**config.mk**
```make
export PLATFORM = sky130hd
export DESIGN_NAME = bram_diff_serial_host
export DESIGN_NICKNAME = d
export VERILOG_FILES = /design/src/rtl/bram_diff_pkg.sv /design/src/rtl/bram_diff_shreg.sv /design/src/rtl/bram_diff_serial_host.sv
export SDC_FILE = /design/constraint.sdc
export NUM_CORES = 1
export LEC_CHECK = 0
export ABC_AREA = 1
export BUFFER_PORTS_ARGS = -buffer_cell sky130_fd_sc_hd__buf_2
export CORE_MARGIN = 3
export CORE_UTILIZATION = 55
export DETAILED_ROUTE_END_ITERATION = 7
export PLACE_DENSITY = 0.8
export SLEW_MARGIN = 20
export SYNTH_ARGS = -nofsm -noshare
export SYNTH_HDL_FRONTEND = slang
export SYNTH_SLANG_ARGS = --single-unit
```
**constraint.sdc**
```tcl
create_clock -name clk -period 1.7 [get_ports clk]
set_clock_uncertainty 0.05 [all_clocks]
set_input_delay 0.17 -clock clk [delete_from_list [all_inputs] [get_ports clk]]
set_output_delay 0.17 -clock clk [all_outputs]
set_load 0.005 [all_outputs]
```
**src/rtl/bram_diff_pkg.sv**
```systemverilog
`default_nettype none
// ============================================================================
// Module      : bram_diff_pkg
// Description : Shared constants, FSM state encoding and helper for the
//               bram_diff serial host.
// Revision    : 1.0 - initial release
// ============================================================================
package bram_diff_pkg;

    // Default word widths of the bram_diff minitest harness
    localparam int DIN_N_DEFAULT  = 8;
    localparam int DOUT_N_DEFAULT = 8;

    // Host FSM state encoding
    localparam int c_STATE_W = 3;
    typedef logic [c_STATE_W-1:0] state_t;

    localparam state_t c_ST_IDLE    = 3'd0;
    localparam state_t c_ST_SHIFT   = 3'd1;
    localparam state_t c_ST_STROBE  = 3'd2;
    localparam state_t c_ST_CAPTURE = 3'd3;
    localparam state_t c_ST_DONE    = 3'd4;

    // Larger of two integers, used to size the shared bit counter
    function automatic int max_int(input int a, input int b);
        return (a > b) ? a : b;
    endfunction

endpackage
`default_nettype wire

```
**src/rtl/bram_diff_shreg.sv**
```systemverilog
`default_nettype none
// ============================================================================
// Module      : bram_diff_shreg
// Description : Shift register with synchronous parallel load, serial input
//               at the LSB and serial output from the MSB.
// Revision    : 1.0 - initial release
// ============================================================================
module bram_diff_shreg #(
    parameter int WIDTH = 8
) (
    input  logic             clk,
    input  logic             rst,
    input  logic             i_load,
    input  logic [WIDTH-1:0] i_load_data,
    input  logic             i_shift_en,
    input  logic             i_ser_in,
    output logic [WIDTH-1:0] o_q,
    output logic             o_ser_out
);

    logic [WIDTH-1:0] r_q;
    logic [WIDTH-1:0] w_shifted;

    // Next value for a left shift; a 1-bit register simply takes the input
    generate
        if (WIDTH == 1) begin : g_single
            assign w_shifted = i_ser_in;
        end else begin : g_wide
            assign w_shifted = {r_q[WIDTH-2:0], i_ser_in};
        end
    endgenerate

    // Register update: reset, then parallel load, then shift
    always_ff @(posedge clk) begin
        if (rst) begin
            r_q <= '0;
        end else if (i_load) begin
            r_q <= i_load_data;
        end else if (i_shift_en) begin
            r_q <= w_shifted;
        end
    end

    assign o_q       = r_q;
    assign o_ser_out = r_q[WIDTH-1];

endmodule
`default_nettype wire

```
**src/rtl/bram_diff_serial_host.sv**
```systemverilog
`default_nettype none
// ============================================================================
// Module      : bram_diff_serial_host
// Description : Host driver for the bram_diff serial harness. Shifts a
//               parallel stimulus word out on di (MSB first), strobes stb for
//               one cycle, then shifts the DUT result back in from dut_do and
//               offers it through a valid/ready handshake.
// Revision    : 1.0 - initial release
// ============================================================================
module bram_diff_serial_host
    import bram_diff_pkg::*;
#(
    parameter int DIN_N  = DIN_N_DEFAULT,
    parameter int DOUT_N = DOUT_N_DEFAULT
) (
    input  logic              clk,
    input  logic              rst,
    input  logic              in_valid,
    output logic              in_ready,
    input  logic [DIN_N-1:0]  in_data,
    output logic              out_valid,
    input  logic              out_ready,
    output logic [DOUT_N-1:0] out_data,
    output logic              di,
    output logic              stb,
    input  logic              dut_do,
    output logic              busy
);

    // Counter sized to hold the larger of the two word widths
    localparam int CNT_W = $clog2(max_int(DIN_N, DOUT_N) + 1);

    localparam logic [CNT_W-1:0] c_CNT_ONE  = CNT_W'(1);
    localparam logic [CNT_W-1:0] c_CNT_DIN  = CNT_W'(DIN_N);
    localparam logic [CNT_W-1:0] c_CNT_DOUT = CNT_W'(DOUT_N);

    state_t             r_state;
    logic [CNT_W-1:0]   r_cnt;
    logic               r_di;
    logic               r_stb;
    logic               r_out_valid;

    logic               w_accept;
    logic               w_tx_ser_out;
    logic [DIN_N-1:0]   w_tx_q;
    logic [DIN_N-1:0]   w_tx_load_data;
    logic [DOUT_N-1:0]  w_rx_q;
    logic               w_rx_ser_out;
    logic               w_unused;

    assign in_ready = (r_state == c_ST_IDLE) && !rst;
    assign w_accept = in_valid && in_ready;

    // The MSB goes straight to di on the accept edge, so the tx register is
    // preloaded with the remaining bits already moved up by one position.
    assign w_tx_load_data = in_data << 1;

    bram_diff_shreg #(
        .WIDTH (DIN_N)
    ) u_tx_shreg (
        .clk         (clk),
        .rst         (rst),
        .i_load      (w_accept),
        .i_load_data (w_tx_load_data),
        .i_shift_en  (r_state == c_ST_SHIFT),
        .i_ser_in    (1'b0),
        .o_q         (w_tx_q),
        .o_ser_out   (w_tx_ser_out)
    );

    // The rx register is cleared on accept so it never carries stale bits
    bram_diff_shreg #(
        .WIDTH (DOUT_N)
    ) u_rx_shreg (
        .clk         (clk),
        .rst         (rst),
        .i_load      (w_accept),
        .i_load_data ({DOUT_N{1'b0}}),
        .i_shift_en  (r_state == c_ST_CAPTURE),
        .i_ser_in    (dut_do),
        .o_q         (w_rx_q),
        .o_ser_out   (w_rx_ser_out)
    );

    // Only the tx serial output and rx parallel output carry information
    assign w_unused = &{1'b0, w_tx_q, w_rx_ser_out};

    // Transaction sequencer: shift out, strobe, capture, hand off
    always_ff @(posedge clk) begin
        if (rst) begin
            r_state     <= c_ST_IDLE;
            r_cnt       <= '0;
            r_di        <= 1'b0;
            r_stb       <= 1'b0;
            r_out_valid <= 1'b0;
        end else begin
            case (r_state)
                c_ST_IDLE: begin
                    if (w_accept) begin
                        r_state <= c_ST_SHIFT;
                        r_cnt   <= c_CNT_DIN;
                        r_di    <= in_data[DIN_N-1];
                    end
                end
                c_ST_SHIFT: begin
                    r_cnt <= r_cnt - c_CNT_ONE;
                    if (r_cnt == c_CNT_ONE) begin
                        r_state <= c_ST_STROBE;
                        r_stb   <= 1'b1;
                        r_di    <= 1'b0;
                    end else begin
                        r_di    <= w_tx_ser_out;
                    end
                end
                c_ST_STROBE: begin
                    r_stb   <= 1'b0;
                    r_cnt   <= c_CNT_DOUT;
                    r_state <= c_ST_CAPTURE;
                end
                c_ST_CAPTURE: begin
                    r_cnt <= r_cnt - c_CNT_ONE;
                    if (r_cnt == c_CNT_ONE) begin
                        r_out_valid <= 1'b1;
                        r_state     <= c_ST_DONE;
                    end
                end
                c_ST_DONE: begin
                    if (out_ready) begin
                        r_out_valid <= 1'b0;
                        r_state     <= c_ST_IDLE;
                    end
                end
                default: begin
                    r_state     <= c_ST_IDLE;
                    r_di        <= 1'b0;
                    r_stb       <= 1'b0;
                    r_out_valid <= 1'b0;
                end
            endcase
        end
    end

    assign di        = r_di;
    assign stb       = r_stb;
    assign out_valid = r_out_valid;
    assign out_data  = w_rx_q;
    assign busy      = (r_state != c_ST_IDLE);

endmodule
`default_nettype wire

```
# Word-level counts from Yosys, hierarchy flattened
# Cells that the tools add are included.
[classes]
n_addsub = 1
n_eq_ne = 9
mux = 16
bitwise_logic = 3
reduce_logical = 17
[op_table]
columns = ["operator", "n"]
rows = [
  ["two-way mux 8 bit", 2],
  ["one-hot mux 3 bit (5 select lines)", 1],
  ["two-way mux 3 bit", 4],
  ["one-hot mux 4 bit (3 select lines)", 1],
  ["OR reduction 3 bit", 3],
  ["== test 3 x 2 -> 1 bit, second input constant", 2],
  ["!= test 2 bit, second input constant", 3],
  ["one-hot mux 1 bit (3 select lines)", 2],
  ["AND reduction 2 bit", 3],
  ["nonzero test 3 bit", 2],
  ["== test 4 x 1 -> 1 bit, second input constant", 1],
  ["two-way mux 1 bit", 4],
  ["two-way mux 4 bit", 1],
  ["AND reduction 4 bit", 1],
  ["OR reduction 2 bit", 2],
  ["subtractor 4 x 1 -> 4 bit, second input constant", 1],
  ["== test 3 x 1 -> 1 bit, second input constant", 1],
  ["== test 3 bit, second input constant", 1],
  ["logical NOT 3 bit", 1],
  ["NOT 1 bit", 3],
  ["AND reduction 3 bit", 1],
  ["logical AND 1 bit", 2],
  ["!= test 2 x 1 -> 1 bit, second input constant", 1],
  ["one-hot mux 1 bit (2 select lines)", 1],
  ["other kinds (2)", 2],
]
[word_totals]
regBits = 25
in_bits = 13
output_inout_bits = 13

# Depth between registers and ports, before layout
# Gate-level depths: netlist of run 1.
[depth]
ltp_word = 5
mapped_depth = 9

# Hierarchy
# From an unflattened synthesis of run 1, not the netlist that was laid out.
[hier_totals]
cells_unflattened = 218
hier_area_um2 = 1430.1
[modules_own_cells]
columns = ["mod", "n_inst", "cells_each", "area_each_um2"]
rows = [
  ["bram_diff_shreg", 2, 64, 419.2],
  ["bram_diff_serial_host", 1, 90, 591.8],
]

# Worst setup path after synthesis of run 1
# No wires, ideal clock.
[synth_timing]
kind = "register to register"
startpoint = "reg r_cnt[0]"
endpoint = "reg r_cnt[1]"
setup_time_ps = 70
t_arrival_ps = 1046
setup_slack_ps = 534
path_stages_with_launch = 5
path_cell_list = "dfxtp_1 inv_1 ha_1 or2_2 a21oi_1"
[synth_via]
elab_chain_len = 2
[synth_lines]
columns = ["item", "line", "rtl"]
rows = [
  ["start: declaration", "bram_diff_serial_host.sv:38", "logic [CNT_W-1:0] r_cnt;"],
  ["start signal: assignment", "bram_diff_serial_host.sv:101", "r_cnt <= c_CNT_DIN;"],
  ["start signal: assignment", "bram_diff_serial_host.sv:106", "r_cnt <= r_cnt - c_CNT_ONE;"],
  ["start signal: assignment", "bram_diff_serial_host.sv:117", "r_cnt <= c_CNT_DOUT;"],
  ["subtractor 4 x 1 -> 4 bit", "bram_diff_serial_host.sv:106, bram_diff_serial_host.sv:121", ""],
  ["one-hot mux 4 bit (3 select lines)", "bram_diff_serial_host.sv:97", "case (r_state)"],
]
# No other way between the ends.
# A chain may end at the register's enable or synchronous reset.

# Final worst setup path of run 1
[layout_timing]
startpoint = "reg r_state[0]"
endpoint = "out in_ready"
[layout_via]
elab_chain_len = 2
[layout_lines]
columns = ["item", "line", "rtl"]
rows = [
  ["start: declaration", "bram_diff_serial_host.sv:37", "state_t r_state;"],
  ["start signal: assignment", "bram_diff_serial_host.sv:91", "r_state <= c_ST_IDLE;"],
  ["start signal: assignment", "bram_diff_serial_host.sv:100", "r_state <= c_ST_SHIFT;"],
  ["start signal: assignment", "bram_diff_serial_host.sv:108", "r_state <= c_ST_STROBE;"],
  ["logical NOT 3 bit", "bram_diff_serial_host.sv:51", "assign in_ready = (r_state == c_ST_IDLE) && !rst;"],
  ["logical AND 1 bit", "bram_diff_serial_host.sv:51", ""],
  ["end: declaration", "bram_diff_serial_host.sv:19", "output logic in_ready,"],
]
# No other way between the ends.

==> impl_metrics.csv, run 1 <==
group,metric,value,unit
outcome,status,"finished clean",
sta,post-route-min-period,1580,ps
sta,setup_viol,0,
worst_setup_path,cp_data_required_time,1480,ps
yosys,netlist_instances,183,
power_and_ir_drop,leakagePower,0.686,nW
finish,nets,224,
yosys,synth_compound_gate_area_share,11.2,%
clocking,numCtsBuffers,3,
die,die_w,54.7,µm
global_routing,grt_util_all_layers,20.8,%
placed_design,dp_cells,231,
yosys,synthAdderAreaFrac,1.92,%
worst_setup_path,crit_type,"reg -> out",
sta,rsz0062_at_grt,"false",
clocking,clk_path_buf_depth,2,
worst_setup_path,arrival,1360,ps
die,die_y,54.7,µm
sta,whs,7.17,ps
sta,fin_ws,123,ps
yosys,ys_warn_count,0,
yosys,synth_area,1300,µm²
finish,diodes,0,
clocking,clk_latency,320,ps
power_and_ir_drop,ir_worst_vdd,0.894,mV
worst_setup_path,crit_path_start_kind,"flip-flop",
sta,slew_viol_final,0,
yosys,synth_top_cell_area_share,38.4,%
finish,utilization,68.8,%
global_routing,grt_pass1_wl,4.47,mm
sta,fin_crit_sh,92.8,%
clocking,post_cts_buffers,0,
drt,drt_iter0_drc,51,
worst_setup_path,path_max_fanout,7,
yosys,synth-edff-count,0,
worst_setup_path,r2r_start,"r_state[1]",
sta,worst_pin_slew,298,ps
finish,multi_input_area,664,µm²
clocking,clock-root-buffer,"clkbuf_4",
die,core,2100,µm²
worst_setup_path,r2r_setup_slack,200,ps
global_routing,grt_max_degree,15,
yosys,yosysMostFrequentCell,"nand2_1",
clocking,ctsHoldBuffers,0,
finish,seq_area,503,µm²
drt,drtPass1Iterations,5,
clocking,post_cts_resized,0,
die,ios,26,
yosys,ys_ff_latch,25,
yosys,synthSimpleGateAreaFrac,37.2,%
finish,fillers,190,
yosys,ys_types,25,
worst_setup_path,reg2regPathDepth,8,
die,start_util,62.0,%
placed_design,dp_hpwl,2.06,mm
yosys,seq_area_frac_synth,38.4,%
sta,setup_tns,0,ps
worst_setup_path,end_kind,"primary output",
clocking,htree_num_levels,1,
drt,route.vias.total,1217,
finish,drive_gt1_share,22.6,%
yosys,synthArstFlopShare,0,%
yosys,yosys.area.top_type,"dfxtp_1",
drt,routed_wl,2.78,mm
drt,viasPerCell,5.18,
placed_design,pre_cts_ws,258,ps
sta,relSlewSlack,80.1,%
drt,drc,0,
power_and_ir_drop,powerDensity,992,nW/µm²
drt,wire_per_inst,11.8,µm
sta,hold_violations,0,
worst_hold_path,worstHoldPathType,"in -> reg",
clocking,tritoncts,"done",
die,dieArea,2990,µm²
yosys,synthXorXnorAreaFrac,0.672,%
worst_hold_path,hold_end,"u_tx_shreg.o_q[3]",
sta,fmax,634,MHz
finish,final_cell_count_no_fill,235,
die,num_rows,16,
worst_hold_path,min_from,"in_data[2]",
clocking,path_clk_slew,130,ps
yosys,synth_mux_area_share,0,%
global_routing,antenna_found_initial,0,
yosys,ys.flop_type,"dfxtp_1",
placed_design,portBuffers,25,
placed_design,gp_congestion,0.859,
clocking,clkSinkCount,25,
global_routing,grt_pass1_vias,1079,
flow_run,cap_violations,0,
yosys,synth_area_leaders,"dfxtp_1 (38%), nand2_1 (16%), nor2_1 (7.2%), a21oi_1 (6.5%), inv_1 (5.5%)",
global_routing,grt-ovfl-total,0,
yosys,synth_top_family_by_area,"simple AND/OR/NAND/NOR gates",
yosys,syn_area_per_cell,7.12,µm²
worst_setup_path,r2r_end,"r_state[0]",
yosys,synth_common_cells,"nand2_1 (54), dfxtp_1 (25), nor2_1 (25)",
drt,antenna_left,0,
finish,areaGrowthSynthToFinish,11.0,%
worst_hold_path,holdPathStages,3,
yosys,synthesis.nets,198,
-- cell type report --
type | instances | area share [%]
well taps | 27 | 2.34
repair buffers | 27 | 9.70
inverters | 20 | 5.37
multi-input cells | 132 | 46.0
flip-flops and latches | 25 | 34.8
clock buffers | 4 | 1.82
-- flip-flops by register name, indices dropped and copies added (netlist names) --
signal and count:
stb 1, r_cnt 4, u_rx_shreg.o_q 8, u_tx_shreg.o_q 7, out_valid 1, r_state 3, di 1
-- logic make-up after synthesis --
group / Yosys count
DFF: 25
AOI/OAI and AO/OA: 25
xor gates and xnor gates: 1
buffers and inverters: 26
adders and majority gates: 2
and+or+nand+nor: 104
-- worst max-delay path by stage --
stage | from | endpoint
after floorplan | r_cnt[0] | r_cnt[1]
after global placement | r_state[1] | r_state[0]
after detailed placement | r_state[1] | r_state[0]
after CTS | r_state[0] | in_ready
after global routing | r_state[0] | in_ready
final | r_state[0] | in_ready
-- power by group --
part,internal (mW),switching [mW],leakage (nW)
Combinational,0.174,0.288,0.467
Clock,0.0920,0.182,0.0150
Sequential,0.644,0.0536,0.205
Total,0.910,0.523,0.686
-- per-stage QoR --
step	area, µm²	total power, mW
2_1_floorplan	1300	1.07
3_3_place_gp	1420	1.14
3_5_place_dp	1420	1.17
4_1_cts	1440	1.43
5_1_grt	1450	1.52
6_report	1450	1.43
-- metal layers --
metal / vias up / GRT usage [%] / share of wire [%]
met2: 34 / 34.4 / 47
met1: 551 / 26.2 / 46
met4: 0 / 8.30 / 1.3
met5: - / 0 / 0
met3: 5 / 3.81 / 5.7
li1: 627 / - / -
-- placed cells by master, fill, tap and decap left out, drive strengths merged --
cell type	n
nand2	59
nor2	29
buf	27
dfxtp	25
inv	20
a21oi	17
nand3	13
o211ai	4
clkbuf	4
o21ai	4
ha	2
nand4	2
xor2	1
or2	1
-- worst max-delay path: stages, from the launching register on --
cell and delay (ps):
dfxtp_2 400, inv_1 120, nand2_2 100, nor2_4 160, nand2_1 70, inv_1 70
buf_2 110
Note: power is estimated with default switching activity, not from simulation.
==> run 2: changes to the inputs <==
Settings changed: ABC_AREA 1 to 0, PLACE_DENSITY 0.8 to 0.81.
==> impl_metrics.csv, run 2 <==
group,metric,value,unit
sta,fin_crit_sh,92.7,%
power_and_ir_drop,leakagePower,0.527,nW
yosys,seq_area_frac_synth,42.3,%
clocking,numCtsBuffers,3,
sta,worst_pin_slew,465,ps
worst_setup_path,crit_path_start_kind,"flip-flop",
global_routing,gr-max-usage-layer,"met2",
placed_design,dp_cells,187,
global_routing,grt_pass1_vias,963,
worst_setup_path,critPathMaxStageDelay,390,ps
worst_setup_path,critPathTopFamily,"flip-flops",
clocking,clk_latency,300,ps
worst_setup_path,crit_chain,"buf_4, or3_1, buf_2",
yosys,ys_warn_count,0,
finish,diodes,0,
drt,drtPass1Iterations,4,
clocking,htree_num_levels,1,
clocking,clock-root-buffer,"clkbuf_4",
sta,whs,76.3,ps
yosys,yosysMostFrequentCell,"dfxtp_1",
global_routing,grt_util_all_layers,19.5,%
die,die_y,52.4,µm
power_and_ir_drop,pwr-share-clk,22.9,%
global_routing,met3_usage,3.42,%
flow_run,cap_violations,0,
worst_setup_path,arrival,1360,ps
yosys,syn_area_per_cell,8.52,µm²
yosys,synth-edff-count,0,
sta,post-route-min-period,1580,ps
global_routing,antenna_found_initial,0,
sta,slew_viol_final,0,
global_routing,use_met1,24.7,%
clocking,clkSinkCount,25,
clocking,path_clk_slew,130,ps
power_and_ir_drop,total_power,1.11,mW
power_and_ir_drop,internal-power,0.803,mW
outcome,status,"finished clean",
worst_setup_path,path_max_fanout,8,
power_and_ir_drop,ir_worst_vdd,0.746,mV
power_and_ir_drop,swShare,27.4,%
power_and_ir_drop,pwr-share-seq,58.3,%
worst_setup_path,crit_buf_inv,2,
drt,wire_per_inst,12.6,µm
drt,routed_wl,2.41,mm
finish,areaGrowthSynthToFinish,14.2,%
sta,rsz0062_at_grt,"false",
worst_setup_path,end_kind,"primary output",
yosys,ys_types,33,
global_routing,grt-ovfl-total,0,
die,die_w,52.4,µm
clocking,post_cts_buffers,0,
sta,hold_violations,0,
sta,setup_viol,0,
power_and_ir_drop,powerDensity,818,nW/µm²
die,dieArea,2740,µm²
sta,relSlewSlack,69.0,%
yosys,ys.flop_type,"dfxtp_1",
worst_setup_path,slowest_stage,"dfxtp_1",
yosys,synth_area_leaders,"dfxtp_1 (42%), nand2_1 (7.3%), a21oi_1 (7.2%), a311oi_2 (6.3%), nand3_1 (5.1%)",
power_and_ir_drop,p_comb_share,18.7,%
finish,drive_gt1_share,26.8,%
drt,drt_iter0_drc,14,
finish,largest_register_ffs,8,
yosys,synth_area,1180,µm²
drt,viasPerCell,5.56,
drt,antenna_left,0,
sta,fmax,634,MHz
die,start_util,59.1,%
yosys,synth_top_cell_area_share,42.3,%
yosys,yosys.area.top_type,"dfxtp_1",
yosys,synthArstFlopShare,0,%
global_routing,grt_max_degree,22,
finish,final_cell_count_no_fill,191,
die,num_rows,16,
clocking,ctsHoldBuffers,0,
die,core,2000,µm²
placed_design,portBuffers,25,
clocking,post_cts_resized,0,
global_routing,grtUsageMet2,34.5,%
worst_hold_path,worstHoldPathType,"in -> reg",
yosys,synth_common_cells,"dfxtp_1 (25), nand2_1 (23), a21oi_1 (17)",
drt,route.vias.total,1062,
clocking,tritoncts,"done",
power_and_ir_drop,p_sw,0.302,mW
finish,nets,180,
worst_setup_path,cp_data_required_time,1480,ps
worst_setup_path,crit_type,"reg -> out",
placed_design,gp_congestion,0.819,
finish,final_cell_mix,"dfxtp_1 (25), buf_2 (25), nand2_1 (23)",
global_routing,grt_pass1_wl,4.11,mm
sta,setup_tns,0,ps
yosys,netlist_instances,139,
drt,drc,0,
die,ios,26,
yosys,synthesis.nets,154,
placed_design,dp_hpwl,1.84,mm
yosys,ys_ff_latch,25,
clocking,clk_path_buf_depth,2,
==> run 2: cell types whose count changed in the layout (fill, tap and decap cells not counted), moves of 3 or more <==
| cell | change |
|---|---|
| a311oi_2 | +5 |
| buf_4 | +4 |
| inv_1 | -17 |
| nand2_1 | -31 |
| nand2_2 | -4 |
| nand3b_1 | +3 |
| nor2_1 | -13 |
| nor2_4 | -3 |
| nor2b_1 | +3 |
| nor3_1 | +3 |
| o211ai_1 | -4 |
==> run 2: layout make-up <==
cell class	count	area, µm²
Fill cell	179	651
Timing Repair Buffer	31	170
Tap cell	27	33.8
Multi-Input combinational cell	102	613
Inverter	2	7.51
Clock buffer	4	26.3
Sequential cell	25	500
==> run 2: stage by stage <==
stage               setup WS (ps)  cell area [µm²]  util, %
finish                        124             1350     67.5
floorplan                     376             1180        -
global route                 45.3             1350     67.5
CTS                           117             1350     67.5
detailed placement            195             1330     66.2
global placement              254             1330     66.2
==> run 2: power groups by stage <==
stage / logic (mW) / clock network, mW / registers (mW)
after global routing: 0.232 / 0.282 / 0.650
after CTS: 0.208 / 0.262 / 0.645
after detailed placement: 0.207 / 0 / 0.658
after floorplan: 0.156 / 0 / 0.649
final: 0.207 / 0.253 / 0.645
after global placement: 0.201 / 0 / 0.656
==> run 2: final timing paths <==
| path | start | to | slack [ps] | depth (start not counted) |
|---|---|---|---|---|
| worst max-delay path | r_state[0] | busy | 120 | 3 |
| worst min-delay path | dut_do | u_rx_shreg.o_q[0] | 80 | 3 |
| worst max register to register | r_state[0] | u_tx_shreg.o_q[2] | 160 | 5 |
| worst min register to register | u_rx_shreg.o_q[7] | u_rx_shreg.o_q[7] | 420 | 2 |
==> run 2: kinds of logic (layout without fill, tap and decap cells) <==
kind of cell / Yosys count / in the layout / synth area share (%)
adder cells (fa/ha/maj): 2 / 2 / 2.11
XOR/XNOR: 1 / 1 / 0.740
AND/OR/NAND/NOR: 63 / 63 / 26.5
flip-flops: 25 / 25 / 42.3
AO/OA/AOI/OAI: 35 / 35 / 21.5
buffers and inverters: 12 / 37 / 5.92
multiplexers: 1 / 1 / 0.951
==> run 2: worst register-to-register path, stage by stage, from the launching register on <==
cell,delay (ps)
dfxtp_1,460
nor2b_1,220
buf_4,190
and2b_4,200
nand2_1,70
a311oi_2,260
==> run 2: per-layer routing <==
layer,vias up,part of all wire [%]
li1,538,-
met1,502,46
met2,20,49
met3,2,4.1
met4,0,0.42
met5,-,0
==> run 3: changes to the inputs <==
==> constraint.sdc (replaced) <==
create_clock -name clk -period 1.7 [get_ports clk]
set_clock_uncertainty 0.05 [all_clocks]
set_input_delay 0.255 -clock clk [delete_from_list [all_inputs] [get_ports clk]]
set_output_delay 0.255 -clock clk [all_outputs]
set_load 0.005 [all_outputs]
==> impl_metrics.csv, run 3 (same netlist as run 2, synthesis figures left out) <==
group,metric,value,unit
outcome,status,"finished clean",
finish,nets,182,
die,dieArea,2740,µm²
drt,antenna_left,0,
worst_hold_path,worstHoldPathType,"in -> reg",
sta,slew_viol_final,0,
sta,setup_viol,0,
finish,largest_register_ffs,8,
clocking,clk_path_buf_depth,2,
clocking,tritoncts,"done",
drt,viasPerCell,5.70,
power_and_ir_drop,powerDensity,824,nW/µm²
sta,hold_violations,0,
die,die_w,52.4,µm
finish,drive_gt1_share,28.9,%
worst_setup_path,crit_chain,"buf_6, or3_1, buf_2",
power_and_ir_drop,leakagePower,0.540,nW
die,ios,26,
die,core,2000,µm²
finish,layout_commonest_cell,"buf_2",
clocking,clkSinkCount,25,
global_routing,grt_util_all_layers,22.6,%
worst_setup_path,startpoint,"r_state[0]",
drt,routed_wl,2.67,mm
finish,final_cell_count_no_fill,193,
worst_setup_path,end_kind,"primary output",
finish,diodes,0,
drt,wire_per_inst,13.8,µm
drt,drtPass1Iterations,4,
clocking,htree_num_levels,1,
drt,drc,0,
worst_hold_path,min_from,"dut_do",
clocking,numCtsBuffers,3,
drt,route.vias.total,1100,
clocking,clock-root-buffer,"clkbuf_4",
sta,fin_ws,71.6,ps
die,start_util,59.1,%
placed_design,dp_cells,188,
worst_setup_path,crit_type,"reg -> out",
placed_design,gp_congestion,0.840,
sta,rsz0062_at_grt,"false",
worst_setup_path,slowest_stage,"dfxtp_4",
finish,final_area,1380,µm²
power_and_ir_drop,ir_worst_vdd,0.666,mV
power_and_ir_drop,total_power,1.13,mW
worst_setup_path,critPathMaxStageDelay,390,ps
global_routing,grt_pass1_wl,4.64,mm
drt,drt_iter0_drc,27,
worst_setup_path,critPathTopFamily,"flip-flops",
finish,final_cell_mix,"buf_2 (25), dfxtp_1 (24), nand2_1 (23)",
worst_setup_path,arrival,1320,ps
placed_design,dp_hpwl,1.99,mm
global_routing,grt-ovfl-total,0,
worst_setup_path,cp_data_required_time,1390,ps
global_routing,grt_pass1_vias,1040,
sta,post-route-min-period,1630,ps
worst_setup_path,r2r_start,"r_state[0]",
sta,fmax,614,MHz
worst_setup_path,path_max_fanout,8,
sta,worst_pin_slew,461,ps
sta,relSlewSlack,69.2,%
placed_design,portBuffers,25,
worst_setup_path,crit_buf_inv,2,
die,num_rows,16,
global_routing,grt_max_degree,15,
clocking,clk_latency,320,ps
sta,setup_tns,0,ps
flow_run,cap_violations,0,
placed_design,pre_cts_ws,176,ps
sta,fin_crit_sh,95.8,%
finish,areaGrowthSynthToFinish,16.2,%
worst_setup_path,crit_path_start_kind,"flip-flop",
die,die_y,52.4,µm
global_routing,antenna_found_initial,0,
clocking,path_clk_slew,140,ps
placed_design,postPlaceCellArea,1330,µm²
==> run 3: area by class of cell <==
class | count | area [µm²]
Clock inverter | 1 | 5.00
Sequential cell | 25 | 504
Clock buffer | 3 | 22.5
Fill cell | 177 | 627
Multi-Input combinational cell | 102 | 613
Inverter | 2 | 7.51
Timing Repair Buffer | 33 | 189
Tap cell | 27 | 33.8
==> run 3: final timing paths <==
| check | end | slack (ps) | cells after the start |
|---|---|---|---|
| hold reg to reg | out_valid | 430 | 2 |
| setup / recovery | busy | 70 | 3 |
| hold / removal | u_rx_shreg.o_q[0] | 140 | 3 |
| setup reg to reg | u_tx_shreg.o_q[3] | 160 | 6 |
==> run 3: layer usage <==
metal | part of all wire (%) | GRT usage, %
met5 | 0 | 0
met4 | 1.7 | 11.5
met3 | 4.7 | 3.99
met2 | 48 | 36.8
met1 | 46 | 28.3
==> run 3: what timing repair did <==
item,4_1_cts,5_1_grt
setup buffers,0,1
gates resized for setup,0,3
endpoints found under the setup margin,0,2
hold buffers,0,0
==> run 3: power by group <==
part           total (mW)  internal (mW)  switching (mW)
clock               0.267         0.0882           0.179
sequential          0.646          0.617          0.0288
combinational       0.220          0.101           0.118
total                1.13          0.807           0.326
==> run 3: worst min-delay path: stages <==
cell and delay, ps:
buf_2 100, nand3_1 70, a21oi_1 50
==> run 3: through the flow <==
step / util [%] / hold slack [ps]
floorplan: - / 353
global placement: 66.6 / 392
detailed placement: 66.6 / 410
CTS: 67.9 / 134
global route: 68.7 / 135
finish: 68.7 / 135
